File: src/rtl/alu_issue_if.sv
// Handshake and bus bundle between the ALU issue sequencer (master) and its
// surroundings: fetch/operand source, combinational ALU, data memory, writeback.
interface alu_issue_if;
    logic       in_valid;
    logic       in_ready;
    logic [8:0] in_instr;
    logic [7:0] in_a;
    logic [7:0] in_b;

    logic [2:0] alu_op;
    logic [2:0] alu_func;
    logic [7:0] alu_ina;
    logic [7:0] alu_inb;
    logic       alu_flag_in;
    logic       alu_overflow_in;
    logic [7:0] alu_out;
    logic       alu_flag_out;
    logic       alu_overflow_out;

    logic       mem_req;
    logic       mem_we;
    logic [7:0] mem_addr;
    logic [7:0] mem_wdata;
    logic [7:0] mem_rdata;
    logic       mem_ack;

    logic       wb_valid;
    logic       wb_ready;
    logic [7:0] wb_data;

    logic       flag;
    logic       overflow;
    logic       err;

    modport master (
        input  in_valid, in_instr, in_a, in_b,
        output in_ready,
        output alu_op, alu_func, alu_ina, alu_inb, alu_flag_in, alu_overflow_in,
        input  alu_out, alu_flag_out, alu_overflow_out,
        output mem_req, mem_we, mem_addr, mem_wdata,
        input  mem_rdata, mem_ack,
        output wb_valid, wb_data,
        input  wb_ready,
        output flag, overflow, err
    );

    modport slave (
        output in_valid, in_instr, in_a, in_b,
        input  in_ready,
        input  alu_op, alu_func, alu_ina, alu_inb, alu_flag_in, alu_overflow_in,
        output alu_out, alu_flag_out, alu_overflow_out,
        input  mem_req, mem_we, mem_addr, mem_wdata,
        output mem_rdata, mem_ack,
        input  wb_valid, wb_data,
        output wb_ready,
        input  flag, overflow, err
    );
endinterface

File: src/rtl/alu_issue_ctrl.sv
// Multi-cycle issue sequencer for the combinational ALU: owns FLAG/OVERFLOW, runs LW/SW
// over the memory port, returns results on writeback. Optional macro: ALU_CARRY_CHAIN_EN.
//
// state  | meaning
// S_IDLE | ready for a new instruction
// S_EXEC | ALU driven from latched operands, result sampled at end of cycle
// S_MEM  | memory request outstanding, timeout counter running
// S_WB   | writeback value offered until consumer accepts
module alu_issue_ctrl #(
    parameter int unsigned MEM_TIMEOUT = 255
) (
    input  logic        clk_i,
    input  logic        reset_i,
    alu_issue_if.master bus
);
    localparam logic [2:0] OP_ADD = 3'd0;
    localparam logic [2:0] OP_SUB = 3'd1;
    localparam logic [2:0] OP_SEI = 3'd2;
    localparam logic [2:0] OP_SHF = 3'd3;
    localparam logic [2:0] OP_CEQ = 3'd4;
    localparam logic [2:0] OP_CLT = 3'd5;
    localparam logic [2:0] OP_LW  = 3'd6;
    localparam logic [2:0] OP_SW  = 3'd7;

    localparam logic [7:0] TMO_LAST = 8'(MEM_TIMEOUT - 1);

    typedef enum logic [1:0] {S_IDLE, S_EXEC, S_MEM, S_WB} state_t;

    state_t     state_q;
    logic [2:0] op_q;
    logic [2:0] func_q;
    logic [7:0] a_q;
    logic [7:0] b_q;
    logic       flag_q;
    logic       ovf_q;
    logic       err_q;
    logic       mem_req_q;
    logic       mem_we_q;
    logic [7:0] mem_addr_q;
    logic [7:0] mem_wdata_q;
    logic       wb_valid_q;
    logic [7:0] wb_data_q;
    logic [7:0] cnt_q;
    logic       ovf_in;

    always_ff @(posedge clk_i) begin
        if (reset_i) begin
            state_q     <= S_IDLE;
            op_q        <= '0;
            func_q      <= '0;
            a_q         <= '0;
            b_q         <= '0;
            flag_q      <= 1'b0;
            ovf_q       <= 1'b0;
            err_q       <= 1'b0;
            mem_req_q   <= 1'b0;
            mem_we_q    <= 1'b0;
            mem_addr_q  <= '0;
            mem_wdata_q <= '0;
            wb_valid_q  <= 1'b0;
            wb_data_q   <= '0;
            cnt_q       <= '0;
        end else begin
            case (state_q)
                S_IDLE: begin
                    if (bus.in_valid) begin
                        op_q    <= bus.in_instr[8:6];
                        func_q  <= bus.in_instr[2:0];
                        a_q     <= bus.in_a;
                        b_q     <= bus.in_b;
                        state_q <= S_EXEC;
                    end
                end
                S_EXEC: begin
                    case (op_q)
                        OP_CEQ, OP_CLT: begin
                            flag_q  <= bus.alu_flag_out;
                            ovf_q   <= 1'b0;
                            state_q <= S_IDLE;
                        end
                        OP_LW, OP_SW: begin
                            mem_addr_q  <= bus.alu_out;
                            mem_wdata_q <= a_q;
                            mem_we_q    <= (op_q == OP_SW);
                            ovf_q       <= 1'b0;
                            cnt_q       <= '0;
                            mem_req_q   <= 1'b1;
                            state_q     <= S_MEM;
                        end
                        default: begin
                            wb_data_q  <= bus.alu_out;
                            ovf_q      <= bus.alu_overflow_out;
                            wb_valid_q <= 1'b1;
                            state_q    <= S_WB;
                        end
                    endcase
                end
                S_MEM: begin
                    // An ack arriving on the last allowed cycle still completes the access.
                    if (bus.mem_ack) begin
                        mem_req_q <= 1'b0;
                        if (op_q == OP_LW) begin
                            wb_data_q  <= bus.mem_rdata;
                            wb_valid_q <= 1'b1;
                            state_q    <= S_WB;
                        end else begin
                            state_q <= S_IDLE;
                        end
                    end else if (cnt_q == TMO_LAST) begin
                        err_q     <= 1'b1;
                        mem_req_q <= 1'b0;
                        state_q   <= S_IDLE;
                    end else begin
                        cnt_q <= cnt_q + 8'd1;
                    end
                end
                S_WB: begin
                    if (bus.wb_ready) begin
                        wb_valid_q <= 1'b0;
                        state_q    <= S_IDLE;
                    end
                end
                default: state_q <= S_IDLE;
            endcase
        end
    end

    // Shifts always see the OVERFLOW register; add/sub only when chaining is enabled.
    always_comb begin
        ovf_in = 1'b0;
        case (op_q)
            OP_SHF: ovf_in = ovf_q;
`ifdef ALU_CARRY_CHAIN_EN
            OP_ADD, OP_SUB: ovf_in = ovf_q;
`else
            OP_ADD, OP_SUB: ovf_in = 1'b0;
`endif
            default: ovf_in = 1'b0;
        endcase
    end

    assign bus.in_ready        = (state_q == S_IDLE) && !reset_i;
    assign bus.alu_op          = op_q;
    assign bus.alu_func        = func_q;
    assign bus.alu_ina         = a_q;
    assign bus.alu_inb         = b_q;
    assign bus.alu_flag_in     = flag_q;
    assign bus.alu_overflow_in = ovf_in;
    assign bus.mem_req         = mem_req_q;
    assign bus.mem_we          = mem_we_q;
    assign bus.mem_addr        = mem_addr_q;
    assign bus.mem_wdata       = mem_wdata_q;
    assign bus.wb_valid        = wb_valid_q;
    assign bus.wb_data         = wb_data_q;
    assign bus.flag            = flag_q;
    assign bus.overflow        = ovf_q;
    assign bus.err             = err_q;
endmodule

File: src/flat_wrapper.sv
// flat-port wrapper written by rule: the top's interface ports become plain ports
module alu_issue_ctrl_flat 
#(
    parameter int unsigned MEM_TIMEOUT = 255
)
  (clk_i, reset_i, bus_in_valid, bus_in_instr, bus_in_a, bus_in_b, bus_in_ready, bus_alu_op, bus_alu_func, bus_alu_ina, bus_alu_inb, bus_alu_flag_in, bus_alu_overflow_in, bus_alu_out, bus_alu_flag_out, bus_alu_overflow_out, bus_mem_req, bus_mem_we, bus_mem_addr, bus_mem_wdata, bus_mem_rdata, bus_mem_ack, bus_wb_valid, bus_wb_data, bus_wb_ready, bus_flag, bus_overflow, bus_err);
  alu_issue_if bus_i ();
  input  logic clk_i;
  input  logic reset_i;
  input wire logic [$bits(bus_i.in_valid)-1:0] bus_in_valid;
  input wire logic [$bits(bus_i.in_instr)-1:0] bus_in_instr;
  input wire logic [$bits(bus_i.in_a)-1:0] bus_in_a;
  input wire logic [$bits(bus_i.in_b)-1:0] bus_in_b;
  output wire logic [$bits(bus_i.in_ready)-1:0] bus_in_ready;
  output wire logic [$bits(bus_i.alu_op)-1:0] bus_alu_op;
  output wire logic [$bits(bus_i.alu_func)-1:0] bus_alu_func;
  output wire logic [$bits(bus_i.alu_ina)-1:0] bus_alu_ina;
  output wire logic [$bits(bus_i.alu_inb)-1:0] bus_alu_inb;
  output wire logic [$bits(bus_i.alu_flag_in)-1:0] bus_alu_flag_in;
  output wire logic [$bits(bus_i.alu_overflow_in)-1:0] bus_alu_overflow_in;
  input wire logic [$bits(bus_i.alu_out)-1:0] bus_alu_out;
  input wire logic [$bits(bus_i.alu_flag_out)-1:0] bus_alu_flag_out;
  input wire logic [$bits(bus_i.alu_overflow_out)-1:0] bus_alu_overflow_out;
  output wire logic [$bits(bus_i.mem_req)-1:0] bus_mem_req;
  output wire logic [$bits(bus_i.mem_we)-1:0] bus_mem_we;
  output wire logic [$bits(bus_i.mem_addr)-1:0] bus_mem_addr;
  output wire logic [$bits(bus_i.mem_wdata)-1:0] bus_mem_wdata;
  input wire logic [$bits(bus_i.mem_rdata)-1:0] bus_mem_rdata;
  input wire logic [$bits(bus_i.mem_ack)-1:0] bus_mem_ack;
  output wire logic [$bits(bus_i.wb_valid)-1:0] bus_wb_valid;
  output wire logic [$bits(bus_i.wb_data)-1:0] bus_wb_data;
  input wire logic [$bits(bus_i.wb_ready)-1:0] bus_wb_ready;
  output wire logic [$bits(bus_i.flag)-1:0] bus_flag;
  output wire logic [$bits(bus_i.overflow)-1:0] bus_overflow;
  output wire logic [$bits(bus_i.err)-1:0] bus_err;
  assign bus_i.in_valid = bus_in_valid;
  assign bus_i.in_instr = bus_in_instr;
  assign bus_i.in_a = bus_in_a;
  assign bus_i.in_b = bus_in_b;
  assign bus_in_ready = bus_i.in_ready;
  assign bus_alu_op = bus_i.alu_op;
  assign bus_alu_func = bus_i.alu_func;
  assign bus_alu_ina = bus_i.alu_ina;
  assign bus_alu_inb = bus_i.alu_inb;
  assign bus_alu_flag_in = bus_i.alu_flag_in;
  assign bus_alu_overflow_in = bus_i.alu_overflow_in;
  assign bus_i.alu_out = bus_alu_out;
  assign bus_i.alu_flag_out = bus_alu_flag_out;
  assign bus_i.alu_overflow_out = bus_alu_overflow_out;
  assign bus_mem_req = bus_i.mem_req;
  assign bus_mem_we = bus_i.mem_we;
  assign bus_mem_addr = bus_i.mem_addr;
  assign bus_mem_wdata = bus_i.mem_wdata;
  assign bus_i.mem_rdata = bus_mem_rdata;
  assign bus_i.mem_ack = bus_mem_ack;
  assign bus_wb_valid = bus_i.wb_valid;
  assign bus_wb_data = bus_i.wb_data;
  assign bus_i.wb_ready = bus_wb_ready;
  assign bus_flag = bus_i.flag;
  assign bus_overflow = bus_i.overflow;
  assign bus_err = bus_i.err;
  alu_issue_ctrl #(.MEM_TIMEOUT(MEM_TIMEOUT)) u_core (.clk_i(clk_i), .reset_i(reset_i), .bus(bus_i));
endmodule
File: config.mk
export PLATFORM = sky130hd
export DESIGN_NAME = alu_issue_ctrl_flat
export DESIGN_NICKNAME = d
export VERILOG_FILES = /design/src/rtl/alu_issue_if.sv /design/src/rtl/alu_issue_ctrl.sv /design/src/flat_wrapper.sv
export SDC_FILE = /design/constraint.sdc
export NUM_CORES = 1
export LEC_CHECK = 0
export ABC_AREA = 1
export BUFFER_PORTS_ARGS = -buffer_cell sky130_fd_sc_hd__buf_2
export CORE_MARGIN = 5
export CORE_UTILIZATION = 50
export DETAILED_ROUTE_END_ITERATION = 16
export GPL_TIMING_DRIVEN = 0
export PLACE_DENSITY = 0.77
export RECOVER_POWER = 100
export SYNTH_ARGS = -nofsm -noshare
export SYNTH_HDL_FRONTEND = slang
export SYNTH_SLANG_ARGS = --single-unit
export TNS_END_PERCENT = 10
File: constraint.sdc
create_clock -name clk_i -period 4.1 [get_ports clk_i]
set_clock_uncertainty 0.15 [all_clocks]
set_input_delay 0.615 -clock clk_i [delete_from_list [all_inputs] [get_ports clk_i]]
set_output_delay 0.615 -clock clk_i [all_outputs]
set_load 0.01 [all_outputs]
==> key figures <==
Synthesis
  • Fraction of registers with async set/reset: 0%
  • Top area cells in the synthesized netlist: dfxtp_1 (45%), nor2_1 (13%), nand2_1 (10%), o21ai_0 (7.8%), a21oi_1 (4.0%)
  • Synth area leader: dfxtp_1
  • Synth top area share: 44.72%
  • Mean post-synth cell area: 7.098 sq um
  • Ys Warns: 0
  • Ys flop type: dfxtp_1
  • Synthesized Nets: 447
  • Post-synthesis sequential area ratio: 44.72%
  • Synth Instances: 391
  • Post-synth EDFFs: 0
  • Synth cell count leaders: nor2_1 (98), nand2_1 (75), dfxtp_1 (62)
  • Seq cells post-synth: 62
  • Top-count cell post-synth: nor2_1
  • Distinct cells, synth: 29
  • Synthesized area: 2775 sq um

Min path
  • Hold Crit Class: flop to flop

Finish
  • Post-layout util: 63.75%
  • Antenna cells: 0
  • Area Overhead vs Synth: 24.93%
  • Final std cells w/o fill: 578
  • Layout Nets: 557
  • Fraction of layout cells with a size suffix above 1: 12.85%

Floorplan
  • Die H: 84.50 microns
  • Placement Rows: 27
  • Total die area: 7140 sq um
  • Core footprint: 5439 sq um
  • Starting density of the core: 51.02%
  • Top-Level Pins: 103
  • Die width: 84.50 microns

Power
  • Pint: 0.001372 W
  • Sw Ratio: 39.94%
  • VDD IR max: 444.8 uV
  • Leak: 1.553 nW
  • Combinational fraction of design power: 36.7%
  • Clock share of power: 25.8%
  • P per Cell Area: 658.9 nW/um^2
  • Share of power burned in registers: 37.5%
  • P_sw: 0.0009123 W

STA
  • Setup TNS: 0 ns
  • Max Transition Viols Final: 0
  • Final Setup Violations: 0
  • Tightest Pin Transition: 0.6872 ns
  • Clock period minus worst slack: 2.571 ns
  • Fin crit share: 62.71%
  • Max-slew headroom: 53.98%
  • Worst hold slack: 0.3283 ns
  • Max Fclk: 388.9 MHz
  • RSZ-0062 raised after global routing: false
  • Final hold viol count: 0

Clock network
  • Hold Buf Count CTS: 0
  • CTS tree: built
  • Cts repair resizes: 0
  • Reg clk slew, reported paths: 0.07 ns
  • Htree depth: 3
  • Clock buffer count from CTS: 9
  • Post-CTS setup buffer count: 0
  • Max clock buf depth: 2
  • Clock Root Buffer: clkbuf_8
  • Worst skew pair latency: 0.34 ns
  • CTS Sinks: 62

Place
  • Gpl congestion: 0.8929
  • IO Port Bufs: 99
  • Placed cells: 562
  • Final HPWL DP: 5.774 mm

Run
  • Max Cap Viol: 0

Critical path
  • Top delay family on crit path: simple AND/OR/NAND/NOR gates
  • Worst-path fanout max: 10
  • Data required, critical path: 4.15 ns
  • Critical path capture point type: flop
  • Max incr delay on CP: 0.52 ns
  • Crit Path Class: flop to flop
  • CP Cell Sequence: inv_1, ha_1, inv_1, nor2_1, nor2_1, o211ai_1, nand2_1, a21oi_1
  • Buf/Inv on CP: 2
  • Worst Setup Start Kind: flop
  • Critical path arrival: 2.62 ns
  • Max stage delay cell, worst path: nor2_1

Global routing
  • Busiest grt layer: met2
  • Grt met3 use: 9.715%
  • GRT Resource Usage Total: 22.59%
  • Vias in the first global route: 2818
  • Total gr overflow: 0
  • Met2 Use GR: 36.09%
  • Met1 Track Usage GR: 26.75%
  • Initial antenna violation count: 0
  • Pin count of the biggest net entering global routing: 12
  • First-pass GRT wire length: 13.04 mm

Route
  • DR iter-0 viols: 200
  • 1st-pass router iterations: 4
  • DRC Markers: 0
  • Detail Route Antenna Nets: 0
  • Vias: 2900
  • Routed wire per std cell: 13.51 microns
  • Vias per inst: 5.017
  • Final WL: 7.810 mm

Run status
  • Outcome: finished, final reports clean
-- area by class of cell --
class / instances / area [sq um]
Fill cell: 545 / 1972
Multi-Input combinational cell: 283 / 1316
Sequential cell: 62 / 1241
Timing Repair Buffer: 99 / 427.9
Clock buffer: 10 / 127.6
Inverter: 29 / 108.9
Tap cell: 72 / 90.09
Clock inverter: 6 / 86.33
Buffer: 17 / 68.82
-- power by group through the flow --
stage                     sequential [W]  combinational, W  clock, W
after floorplan                 0.000899          0.000566         0
after global placement          0.000857          0.000875         0
after detailed placement        0.000862          0.000896         0
after CTS                       0.000851          0.000901  0.000596
after global routing            0.000878          0.000955  0.000632
final                           0.000856          0.000838  0.000590
-- cell usage in the layout, fill, tap and decap left out, types with 3 or more instances in the layout --
cell and instances:
a21oi_1 22, ha_1 8, nand3_1 12, o21ai_0 44
clkbuf_1 69, nor2_1 101, nand2_1 75, o2111ai_1 8
buf_2 46, dfxtp_1 62, clkbuf_8 9, inv_1 27
nand4_1 3
-- registers in the layout (all words and copies together), names as in the netlist, 2 cells and up --
register              cells
u_core.bus.mem_wdata      8
u_core.state_q            2
u_core.bus.alu_op         3
u_core.bus.alu_inb        8
u_core.cnt_q              8
u_core.bus.alu_ina        8
u_core.bus.alu_func       3
u_core.bus.wb_data        8
u_core.bus.mem_addr       8
-- worst reg2reg max path, stage by stage (launching register included) --
cell,delay (ns)
dfxtp_1,0.37
inv_1,0.12
ha_1,0.27
inv_1,0.19
nor2_1,0.09
nor2_1,0.52
o211ai_1,0.47
nand2_1,0.16
a21oi_1,0.08
-- final timing paths --
path | startpoint | to | slack, ns | depth (start not counted)
max reg2reg | u_core.state_q[0] | u_core.bus.wb_data[1] | 1.53 | 8
max | u_core.state_q[0] | u_core.bus.wb_data[1] | 1.53 | 8
min | u_core.bus.wb_data[0] | u_core.bus.wb_data[0] | 0.33 | 2
min reg2reg | u_core.bus.wb_data[0] | u_core.bus.wb_data[0] | 0.33 | 2
-- metal layers --
| layer | wire [microns] | up-vias | part of all wire (%) |
|---|---|---|---|
| met4 | 113 | 0 | 1.4 |
| met3 | 765 | 11 | 9.8 |
| met2 | 3556 | 108 | 46 |
| met1 | 3375 | 1297 | 43 |
| met5 | 0 | - | 0 |
| li1 | - | 1484 | - |
-- logic make-up (layout without fill, tap and decap cells) --
logic type | count (synthesis) | count (layout) | synth area share, %
simple gates | 195 | 195 | 28.27
buf+inv | 46 | 161 | 6.853
compound gates | 80 | 80 | 16.55
flops | 62 | 62 | 44.72
fa+ha+maj | 8 | 8 | 3.607
-- per-stage QoR --
step                total power [W]  setup slack (ns)  cell area, sq um
CTS                        0.002349             1.863              3575
global route               0.002465             1.339              3467
finish                     0.002284             1.529              3467
detailed placement         0.001758             1.874              3361
global placement           0.001732             1.872              3361
floorplan                  0.001464             2.347              2775
Power figures use the tool's default switching activity.
